### src/rtl/mem_port_arbiter.sv
// Two-requester arbiter (fetch I, load/store D) in front of one memory port.
// An owner-tag FIFO records who issued each read so in-order responses are routed back.
module mem_port_arbiter #(
  parameter int AW        = 32,
  parameter int DW        = 32,
  parameter int MAX_OUTST = 4,
  parameter int D_PRIO    = 0
) (
  input  logic          CLK,
  input  logic          RSTn,
  input  logic          I_REQ,
  input  logic [AW-1:0] I_ADDR,
  output logic          I_RDY,
  output logic [DW-1:0] I_RDATA,
  output logic          I_VALID,
  input  logic          D_REQ,
  input  logic          D_WE,
  input  logic [AW-1:0] D_ADDR,
  input  logic [DW-1:0] D_WDATA,
  output logic          D_RDY,
  output logic [DW-1:0] D_RDATA,
  output logic          D_VALID,
  output logic          PROC_REQ,
  input  logic          MEM_RDY,
  output logic [AW-1:0] ADDR,
  output logic          WE,
  output logic [DW-1:0] WDATA,
  input  logic [DW-1:0] RDATA,
  input  logic          VALID,
  output logic          ERR
);

  // state     | meaning
  // ST_FREE   | no stalled request, grant chosen by priority / round-robin
  // ST_HOLD_I | I request presented but not accepted, grant locked to I
  // ST_HOLD_D | D request presented but not accepted, grant locked to D
  typedef enum logic [1:0] {ST_FREE, ST_HOLD_I, ST_HOLD_D} arb_state_t;

  localparam int PW = (MAX_OUTST > 1) ? $clog2(MAX_OUTST) : 1;
  localparam int CW = PW + 1;

  arb_state_t           state;
  logic                 rr_ptr;
  logic [MAX_OUTST-1:0] tag_q;
  logic [PW-1:0]        wr_ptr;
  logic [PW-1:0]        rd_ptr;
  logic [CW-1:0]        count;

  logic grant_d;
  logic g_req;
  logic g_read;
  logic empty;
  logic full;
  logic pop;
  logic push;
  logic block;
  logic xfer;
  logic head;

  always_comb begin
    grant_d = 1'b0;
    case (state)
      ST_HOLD_I: grant_d = 1'b0;
      ST_HOLD_D: grant_d = 1'b1;
      default: begin
        if (D_PRIO != 0)  grant_d = D_REQ;
        else if (rr_ptr)  grant_d = D_REQ;
        else              grant_d = ~I_REQ;
      end
    endcase
  end

  assign empty  = (count == '0);
  assign full   = (count == CW'(MAX_OUTST));
  assign pop    = VALID & ~empty;
  assign g_req  = grant_d ? D_REQ : I_REQ;
  assign g_read = ~(grant_d & D_WE);
  // a full FIFO still accepts a read when a response frees a slot this cycle
  assign block  = g_read & full & ~pop;

  assign PROC_REQ = RSTn & g_req & ~block;
  assign xfer     = PROC_REQ & MEM_RDY;
  assign push     = xfer & g_read;
  assign I_RDY    = xfer & ~grant_d;
  assign D_RDY    = xfer & grant_d;

  assign ADDR  = grant_d ? D_ADDR : I_ADDR;
  assign WE    = grant_d & D_WE;
  assign WDATA = D_WDATA;

  assign head    = tag_q[rd_ptr];
  assign I_RDATA = RDATA;
  assign D_RDATA = RDATA;
  assign I_VALID = RSTn & pop & ~head;
  assign D_VALID = RSTn & pop & head;

  always_ff @(posedge CLK or negedge RSTn) begin
    if (!RSTn) begin
      state  <= ST_FREE;
      rr_ptr <= 1'b0;
    end else if (xfer) begin
      state  <= ST_FREE;
      rr_ptr <= ~grant_d;
    end else if (PROC_REQ) begin
      state  <= grant_d ? ST_HOLD_D : ST_HOLD_I;
    end
  end

  always_ff @(posedge CLK or negedge RSTn) begin
    if (!RSTn) begin
      tag_q  <= '0;
      wr_ptr <= '0;
      rd_ptr <= '0;
      count  <= '0;
      ERR    <= 1'b0;
    end else begin
      if (push) begin
        tag_q[wr_ptr] <= grant_d;
        wr_ptr        <= wr_ptr + 1'b1;
      end
      if (pop) rd_ptr <= rd_ptr + 1'b1;
      count <= count + CW'(push) - CW'(pop);
      if (VALID && empty) ERR <= 1'b1;
    end
  end

endmodule

### config.mk
export PLATFORM = sky130hd
export DESIGN_NAME = mem_port_arbiter
export DESIGN_NICKNAME = d
export VERILOG_FILES = /design/src/rtl/mem_port_arbiter.sv
export SDC_FILE = /design/constraint.sdc
export NUM_CORES = 1
export LEC_CHECK = 0
export ABC_AREA = 1
export CAP_MARGIN = 20
export CELL_PAD_IN_SITES_DETAIL_PLACEMENT = 0
export CELL_PAD_IN_SITES_GLOBAL_PLACEMENT = 1
export CORE_UTILIZATION = 15
export CTS_CLUSTER_DIAMETER = 120
export CTS_CLUSTER_SIZE = 10
export DETAILED_ROUTE_END_ITERATION = 12
export PLACE_DENSITY_LB_ADDON = 0.1
export SYNTH_ARGS = -nofsm -noshare
export SYNTH_HDL_FRONTEND = slang
export SYNTH_SLANG_ARGS = --single-unit
### constraint.sdc
create_clock -name CLK -period 3.5 [get_ports CLK]
set_input_delay 0.7 -clock CLK [delete_from_list [all_inputs] [get_ports CLK]]
set_output_delay 0.7 -clock CLK [all_outputs]
set_load 0.02 [all_outputs]
Word level (Yosys, flattened, before mapping) --
Index checks and enable logic that the tools add are counted. W data, S select, Z words.
Storage, ports and cells: flip-flop bits (word level) 15, output and inout bits 135, word-level logic and storage cells 53
Operators by class: $add $sub $neg 4, $lt $le $gt $ge 3, equal/unequal tests 3, multiplexer cells 12, bitwise logic cells 20, reductions and logical operators 4
Operators by type and width (number):
- $mux W32 | 1
- $and A1 B1 Y1 | 13
- $not A1 Y1 | 7
- $lt A2 B3 Y1 const B | 2
- $mux W2 | 3
- $add A2 B1 Y2 const B | 2
- $bwmux W4 | 1
- $mux W1 | 4
- $add A3 B1 Y3 | 1
- $eq A3 B3 Y1 const B | 1
- $logic_not A3 Y1 | 1
- $sub A3 B1 Y3 | 1
- $bmux W1 S2 | 1
- $demux W1 S2 | 1
- $eq A2 B1 Y1 const B | 1
- $eq A2 B2 Y1 const B | 1
- $ge A2 B1 Y1 const B | 1
- $logic_and A1 B1 Y1 | 2
- $pmux W1 S2 | 1
- $reduce_bool A2 Y1 | 1

Longest topological paths before layout --
Gate-level depths: netlist of run 1.
word-level depth 13, depth in mapped cells 15, mapped depth without buffers 15

Worst setup path after synthesis of run 1 --
No wires, ideal clock.
path type register -> register, start reg state[1], end reg count[2], arrival time 2556 ps, data required time 3371 ps, setup slack 815 ps, cell stages (with the launch flop) 15, path buffers 1, clock period less this slack 2685 ps, cells stage by stage dfrtp_1 > ha_1 > or2_1 > buf_6 > nand3_4 > nand2_4 > nand3_4 > nor2_4 > nand2_2 > ha_1 > inv_1 > ha_1 > fa_1 > xnor2_1 > xor2_1
Between the ends: longest elaborated chain between the ends 12, elaborated cells on any way between the ends 15
Ends and longest elaborated chain:
- start: declaration | RTL line 42 | arb_state_t state;
- start signal: assignment | RTL line 105 | state <= grant_d ? ST_HOLD_D : ST_HOLD_I;
- $eq A2 B2 Y1 or $eq A2 B1 Y1 (tied branches) | RTL line 62 | case (state)
- $pmux W1 S2 * | RTL line 62
- $and A1 B1 Y1 | RTL line 77 | assign g_read = ~(grant_d & D_WE);
- $not A1 Y1 | RTL line 77
- $and A1 B1 Y1 (2 in a row) | RTL line 79 | assign block = g_read & full & ~pop;
- $not A1 Y1 | RTL line 81 | assign PROC_REQ = RSTn & g_req & ~block;
- $and A1 B1 Y1 | RTL line 81
- $and A1 B1 Y1 | RTL line 82 | assign xfer = PROC_REQ & MEM_RDY;
- $and A1 B1 Y1 * | RTL line 83 | assign push = xfer & g_read;
- $add A3 B1 Y3 * | RTL line 122 | count <= count + CW'(push) - CW'(pop);
- $sub A3 B1 Y3 * | RTL line 122
- end signal: assignment | RTL line 122
- end: declaration | RTL line 47 | logic [CW-1:0] count;
Mark *: on every way between the ends. The rest lies on a longest branch, timed or not. A chain may end at the register's enable or synchronous reset.

Worst setup path after layout of run 1 --
start in I_REQ, end out I_RDY
Between the ends: longest elaborated chain between the ends 11, elaborated cells on any way between the ends 14
Ends and longest elaborated chain:
- start: declaration | RTL line 11 | input logic I_REQ,
- $not A1 Y1 | RTL line 68 | else grant_d = ~I_REQ;
- $mux W1 | RTL line 67 | else if (rr_ptr) grant_d = D_REQ;
- $pmux W1 S2 | RTL line 62
- $and A1 B1 Y1 | RTL line 77
- $not A1 Y1 | RTL line 77
- $and A1 B1 Y1 (2 in a row) | RTL line 79
- $not A1 Y1 | RTL line 81
- $and A1 B1 Y1 | RTL line 81
- $and A1 B1 Y1 | RTL line 82
- $and A1 B1 Y1 * | RTL line 84 | assign I_RDY = xfer & ~grant_d;
- end: declaration | RTL line 13 | output logic I_RDY,
Marks and branches as above.

==> summary.md, run 1 <==
| Metric | Value |
|---|---|
| Post-DR wirelength/cell | 12.1 um |
| Actual slew at the worst max-slew pin | between 0.3 and 0.4 ns |
| Sum Neg Setup Slack | 0 ns |
| Synth Register Bits | 15 |
| # rows | between 40 and 50 |
| Static leakage | 1.31 nW |
| Final setup viols | 0 |
| Layout cells sized above 1 | about a tenth |
| Power Density | 1040 nW/um^2 |
| CTS tree | yes |
| Fin util | 20.5% |
| Slowest-stage cell, CP | clkdlybuf4s50_1 |
| Min-Delay Path Class | register to register |
| Chip width | 121 um |
| Largest net degree at the start of global routing | 34 |
| Gr usage total | 8.27% |
| Comb power frac | 81.4% |
| Power Internal | roughly 0.0015 W |
| Max Cap Viol | 0 |
| Max_slew headroom | 75.0% |
| Status | complete, no violations |
| Worst EP required | 2.80 ns |
| Total Wirelength | 6130 um |
| Postcts setup bufs | 0 |
| Post-Syn Instances | 311 |
| Post-Place Setup Slack | 0.136 ns |
| Yosys top cell area share | 34.0% |
| CTS H-Tree Depth | 1 |
| Max Fclk | 299 MHz |
| Synth warn | 0 |
| Initial antenna violation count | 0 |
| Worst Setup End Kind | primary output |
| Area share of fa/ha/maj cells after synthesis | under 10% |
| Largest family of logic cells by synthesized area | buffers and inverters |
| Max Slew Vio Count | 0 |
| CTS Buf Count | 3 |
| Synth area leader | buf_4 |
| Root Buffer | clkbuf_16 |
| Mux share of post-synthesis cell area | 0% |
| CP peak stage delay | 0.63 ns |
| Synth Area in Compound Gates | 2.25% |
| Top post-synthesis cells by area | buf_4 (34%), nand2_1 (21%), dfrtp_1 (18%), ha_1 (4.1%), inv_1 (2.7%) |
| Fin crit share | 95.6% |
| Die ar. | around 15,000 um^2 |
| Net Sw Frac | 50.7% |
| Drt drc | 0 |
| Syn Nets | 454 |
| CP arrival | 2.65 ns |
| # hold bufs at CTS | 0 |
| Area grow syn2layout | 34.1% |
| Die extent in y | 121 um |
| DR vias | 1,721 |
| First-pass GRT wire length | 9370 um |
| Vias per cell | 3.38 |
| CP Max Fanout | 5 |
| HPWL Detailed | approximately 5000 um |
| Clk buf depth | 2 |
| Gpl congestion | 0.643 |
| Setup Skew | roughly 0.0016 ns |
| Peak VDD IR | 0.332 mV |
| RSZ-0062 raised after global routing | no |
| Fillers | 1,558 |
| Switching power | roughly 0.0015 W |
| Synth Area in XOR/XNOR | 1.24% |
| Port bufs | ~110 |
| Core Region | 13,800 um^2 |
| Post-synthesis sequential area ratio | approximately 18% |
| Synthesized cell area | ~2100 um^2 |
| Final Hold Fails | 0 |
| Gr ovfl total | 0 |
| Mean Syn Cell Area | 6.81 um^2 |
| CTS Sinks | 15 |
| Worst Setup Start Kind | input port |
| Fin nets | 473 |
| Detail Route Antenna Nets | 0 |
| Skew-Pair Late Insertion Delay | 0.25 ns |
| Number of global-route vias before repair | 1,785 |
| Reg power frac | 10.8% |
| PnR worst setup slack | 0.153 ns |
| Initial core utilization | between 10% and 20% |
| WHS | 0.462 ns |
| Crit path cell chain | clkdlybuf4s50_1 > inv_2 > nand2_1 > nand3_2 > nand2_4 > nand2_1 > nand3_2 > nor2_8 > nand2_4 > nor2_1 > clkdlybuf4s50_1 |
| Clock power share | 7.8% |
| Post-CTS sizing | 0 |
| Number of library cell types mapped by synthesis | 30 |
| Min Tclk post-route | 3.35 ns |
| Worst-path clk slew | 0.05 ns |
| I/O pins | 270 |
| Initial DRC Count | slightly below 70 |
| DRT Pass-1 Iters | 4 |
| Setup CP Type | input port to primary output |
| Post-synthesis simple-gate area fraction | 34.3% |
| Ant. Diodes | 0 |
## synthesized netlist by cell type
library cell  number
a21o_1             1
a21oi_1            1
a21oi_2            1
a32oi_1            1
buf_2              6
buf_4             96
buf_6              1
dfrtp_1           15
fa_1               1
ha_1               7
inv_1             15
inv_2              4
nand2_1          120
nand2_2            1
nand2_4            3
nand3_1            6
nand3_2            3
nand3_4            2
nand4_1            8
nor2_1             7
nor2_4             2
nor2_8             1
nor3_2             1
o21ai_0            1
o21ai_1            1
o31ai_1            1
or2_1              1
or2_2              1
xnor2_1            1
xor2_1             2
## layer usage
layer / wire, um / vias up / GRT usage (%)
met4: 79 / 0 / 3.24
met1: 2500 / 734 / 9.87
met5: 0 / - / 0
li1: - / 891 / -
met3: 604 / 14 / 2.92
met2: 2950 / 82 / 13.5
## critical path: cells and delay by family
kind | cells | cell delay, ns
AND/OR/NAND/NOR | 8 | 0.78
buffers and inverters | 3 | 1.17
## worst paths after layout
path | startpoint | to | slack (ns) | cells after the start
min | ERR | ERR | 0.46 | 1
min in group asynchronous | RSTn | wr_ptr[0] | 0.93 | 2
max | I_REQ | I_RDY | 0.15 | 11
max in group asynchronous | RSTn | rd_ptr[0] | 2.39 | 2
max reg2reg | state[1] | count[2] | 0.65 | 13
min reg2reg | ERR | ERR | 0.46 | 1
## registers in the layout (all words and copies together), names as in the netlist
name    cells
ERR         1
count       3
rd_ptr      2
rr_ptr      1
state       2
tag_q       4
wr_ptr      2
## logic make-up after synthesis
family | Yosys count
simple gates | 156
compound gates | 7
xor+xnor | 3
buf+inv | 122
flops | 15
fa+ha+maj | 8
## cell type report
class / instances / area, um^2 / area share, %
clock buffer: 3 / 75.1 / 2.64
tap: 180 / 225 / 7.93
inverter: 19 / 71.3 / 2.51
timing repair buffer: 117 / 1180 / 41.4
sequential: 15 / 375 / 13.2
multi-input combinational: 174 / 908 / 32.0
clock inverter: 1 / 7.51 / 0.264
## cells in the final DEF (no fill, tap or decap), types with 2 or more instances in the layout
cell type,instances
ha_1,7
nor2_1,7
dfrtp_1,15
nand2_1,120
xor2_1,2
nand3_1,6
nand4_1,8
nand2_4,3
nor2_4,2
buf_12,2
nand3_4,2
inv_2,4
inv_1,15
buf_4,6
clkdlybuf4s50_1,109
nand3_2,3
clkbuf_16,3
## power by group through the flow
stage               logic, W  clock network [W]  registers, W
floorplan            0.00151                  0      0.000310
global placement     0.00247                  0      0.000323
detailed placement   0.00245                  0      0.000323
CTS                  0.00246           0.000241      0.000321
global route         0.00265           0.000251      0.000330
finish               0.00240           0.000232      0.000319
## stage by stage
stage | total power, W | area (um^2) | instances
2_1_floorplan | 0.00182 | 2120 | 311
3_3_place_gp | 0.00280 | 2760 | 505
3_5_place_dp | 0.00277 | 2760 | 505
4_1_cts | 0.00303 | 2840 | 509
5_1_grt | 0.00324 | 2840 | 509
6_report | 0.00295 | 2840 | 509
Power figures use the tool's default switching activity.
==> run 2, diff against run 1 <==
CORE_ASPECT_RATIO = 1.5   (was not set)
GPL_ROUTABILITY_DRIVEN = 0   (was not set)
==> run 2 against run 1 <==
Effect of this change:
- sequential share of layout area is 0.088 points higher
- largest power group unchanged
- critical path type unchanged
- total power hardly changed
- via count is 4.8% higher
- largest cell class unchanged
- routed wire length is 4.3% higher
- die area hardly changed
- sequential power hardly changed
- cell area is 0.66% lower
==> summary.md, run 2 (synthesized netlist as in run 1, its figures left out) <==
| Metric | Value |
|---|---|
| Status | complete, no violations |
| Hold path cells | 1 |
| Max reg flops | 4 |
| Number of global-route vias before repair | 1,888 |
| Slowest-stage cell, CP | clkdlybuf4s50_1 |
| Detail Route Antenna Nets | 0 |
| CP Max Fanout | 5 |
| Area grow syn2layout | 33.2% |
| Gr usage total | 8.95% |
| Postcts setup bufs | 0 |
| DR vias | 1,804 |
| CP top delay family | buffers and inverters |
| RSZ-0062 raised after global routing | no |
| Worst Setup End Kind | primary output |
| Crit path buf inv count | 3 |
| Sum Neg Setup Slack | 0 ns |
| Core Region | 13,700 um^2 |
| # rows | 52 |
| Initial antenna violation count | 0 |
| Root Buffer | clkbuf_16 |
| Most common cell after layout, fill and taps aside | nand2_1 |
| Chip width | between 90 and 100 um |
| WHS Endpoint | ERR |
| Actual slew at the worst max-slew pin | between 0.3 and 0.4 ns |
| Initial DRC Count | 23 |
| I/O pins | 270 |
| Clk buf depth | 2 |
| Die ar. | 14,600 um^2 |
| Drt drc | 0 |
| PnR worst setup slack | 0.157 ns |
| Hold Startpoint | ERR |
| Final non-filler cell total | a little under 500 |
| Post-DR wirelength/cell | 13.0 um |
| Biggest regs | tag_q (4), count (3) |
| First-pass GRT wire length | 9890 um |
| Min-Delay Path Class | register to register |
| Total Wirelength | 6400 um |
| Worst EP required | 2.80 ns |
| Gr ovfl total | 0 |
| End of the worst register-to-register path | count[2] |
| R2R Setup Slk | 0.65 ns |
| Max_slew headroom | 74.2% |
| Final setup viols | 0 |
| CTS H-Tree Depth | 1 |
| Largest net degree at the start of global routing | 34 |
| Setup CP Type | input port to primary output |
| Crit path cell chain | clkdlybuf4s50_1 > inv_2 > nand2_1 > nand3_2 > nand2_4 > nand2_1 > nand3_2 > nor2_8 > nand2_4 > nor2_1 > clkdlybuf4s50_1 |
| CTS Buf Count | 3 |
| Ant. Diodes | 0 |
| Initial core utilization | 15.5% |
| Max Fclk | 299 MHz |
| Peak VDD IR | between 0.3 and 0.4 mV |
| # hold bufs at CTS | 0 |
| Layout cells sized above 1 | 9.39% |
| Worst-path clk slew | 0.05 ns |
| Skew-Pair Late Insertion Delay | around 0.25 ns |
| CP arrival | 2.64 ns |
| Most flop-heavy register | tag_q |
| CTS tree | yes |
| Setup Skew | 0.00313 ns |
| Vias per cell | 3.67 |
| DRT Pass-1 Iters | 3 |
| Die extent in y | 148 um |
| Fin nets | between 400 and 500 |
| RR Startpoint | state[1] |
| Static leakage | 1.32 nW |
| Max Slew Vio Count | 0 |
| Worst Setup Start Kind | input port |
| Power Density | 1050 nW/um^2 |
| Port bufs | 109 |
| Final Hold Fails | 0 |
| Post-Place Cells | 488 |
| HPWL Detailed | 5280 um |
| CP peak stage delay | 0.61 ns |
| Fillers | ~1.5k |
| Min Tclk post-route | 3.34 ns |
| CTS Sinks | 15 |
| Max Cap Viol | 0 |
| Post-CTS sizing | 0 |
| Worst Reg2Reg Path Length in Cells | 13 |
| Most frequent cells in the layout | nand2_1 (120), clkdlybuf4s50_1 (109), dfrtp_1 (15), inv_1 (15), nand4_1 (8) |
| Fin crit share | 95.5% |
| Post-Place Setup Slack | approximately 0.13 ns |
## run 2: changes by cell type in the layout (fill, tap and decap cells not counted), sizes merged
cell / previous run / this run
buf: 8 / 9
clkbuf: 3 / 4
clkinvlp: 1 / 0
## run 2: where the power goes
group          total [W]  internal, W  switching (W)  leakage (nW)
sequential      0.000320     0.000256      0.0000641         0.183
clock           0.000231     0.000155      0.0000764        0.0382
combinational    0.00240      0.00105        0.00135          1.10
## run 2: through the flow
step | hold slack, ns | instance area [um^2] | total power (W) | utilization, %
finish | 0.453 | 2820 | 0.00295 | 20.6
global route | 0.502 | 2820 | 0.00323 | 20.6
CTS | 0.463 | 2820 | 0.00304 | 20.6
detailed placement | 0.447 | 2740 | 0.00278 | 20.1
global placement | 0.447 | 2740 | 0.00280 | 20.1
floorplan | 0.404 | 2120 | 0.00182 | -
## run 2: final cells by class
cell class | instances | area [um^2] | area share [%]
clock buffers | 4 | 78.8 | 2.80
inverters | 19 | 71.3 | 2.53
multi-input cells | 174 | 908 | 32.2
flip-flops and latches | 15 | 375 | 13.3
well taps | 162 | 203 | 7.19
repair buffers | 118 | 1180 | 42.0
## run 2: worst max path at each step
stage,start,to,slack (ns),cells past startpoint
floorplan,state[1],count[2],0.82,14
global placement,I_REQ,ADDR[19],0.13,9
detailed placement,I_REQ,ADDR[19],0.13,9
finish,I_REQ,I_RDY,0.16,11
global route,I_REQ,ADDR[12],0.001,10
CTS,I_REQ,ADDR[12],0.13,10
## run 2: metal layers
metal | share of wire, % | routed length, um | track usage, %
met1 | 32 | 2070 | 8.30
met5 | 0 | 0 | 0
met3 | 11 | 704 | 3.12
met2 | 51 | 3290 | 15.9
met4 | 5.2 | 331 | 6.87
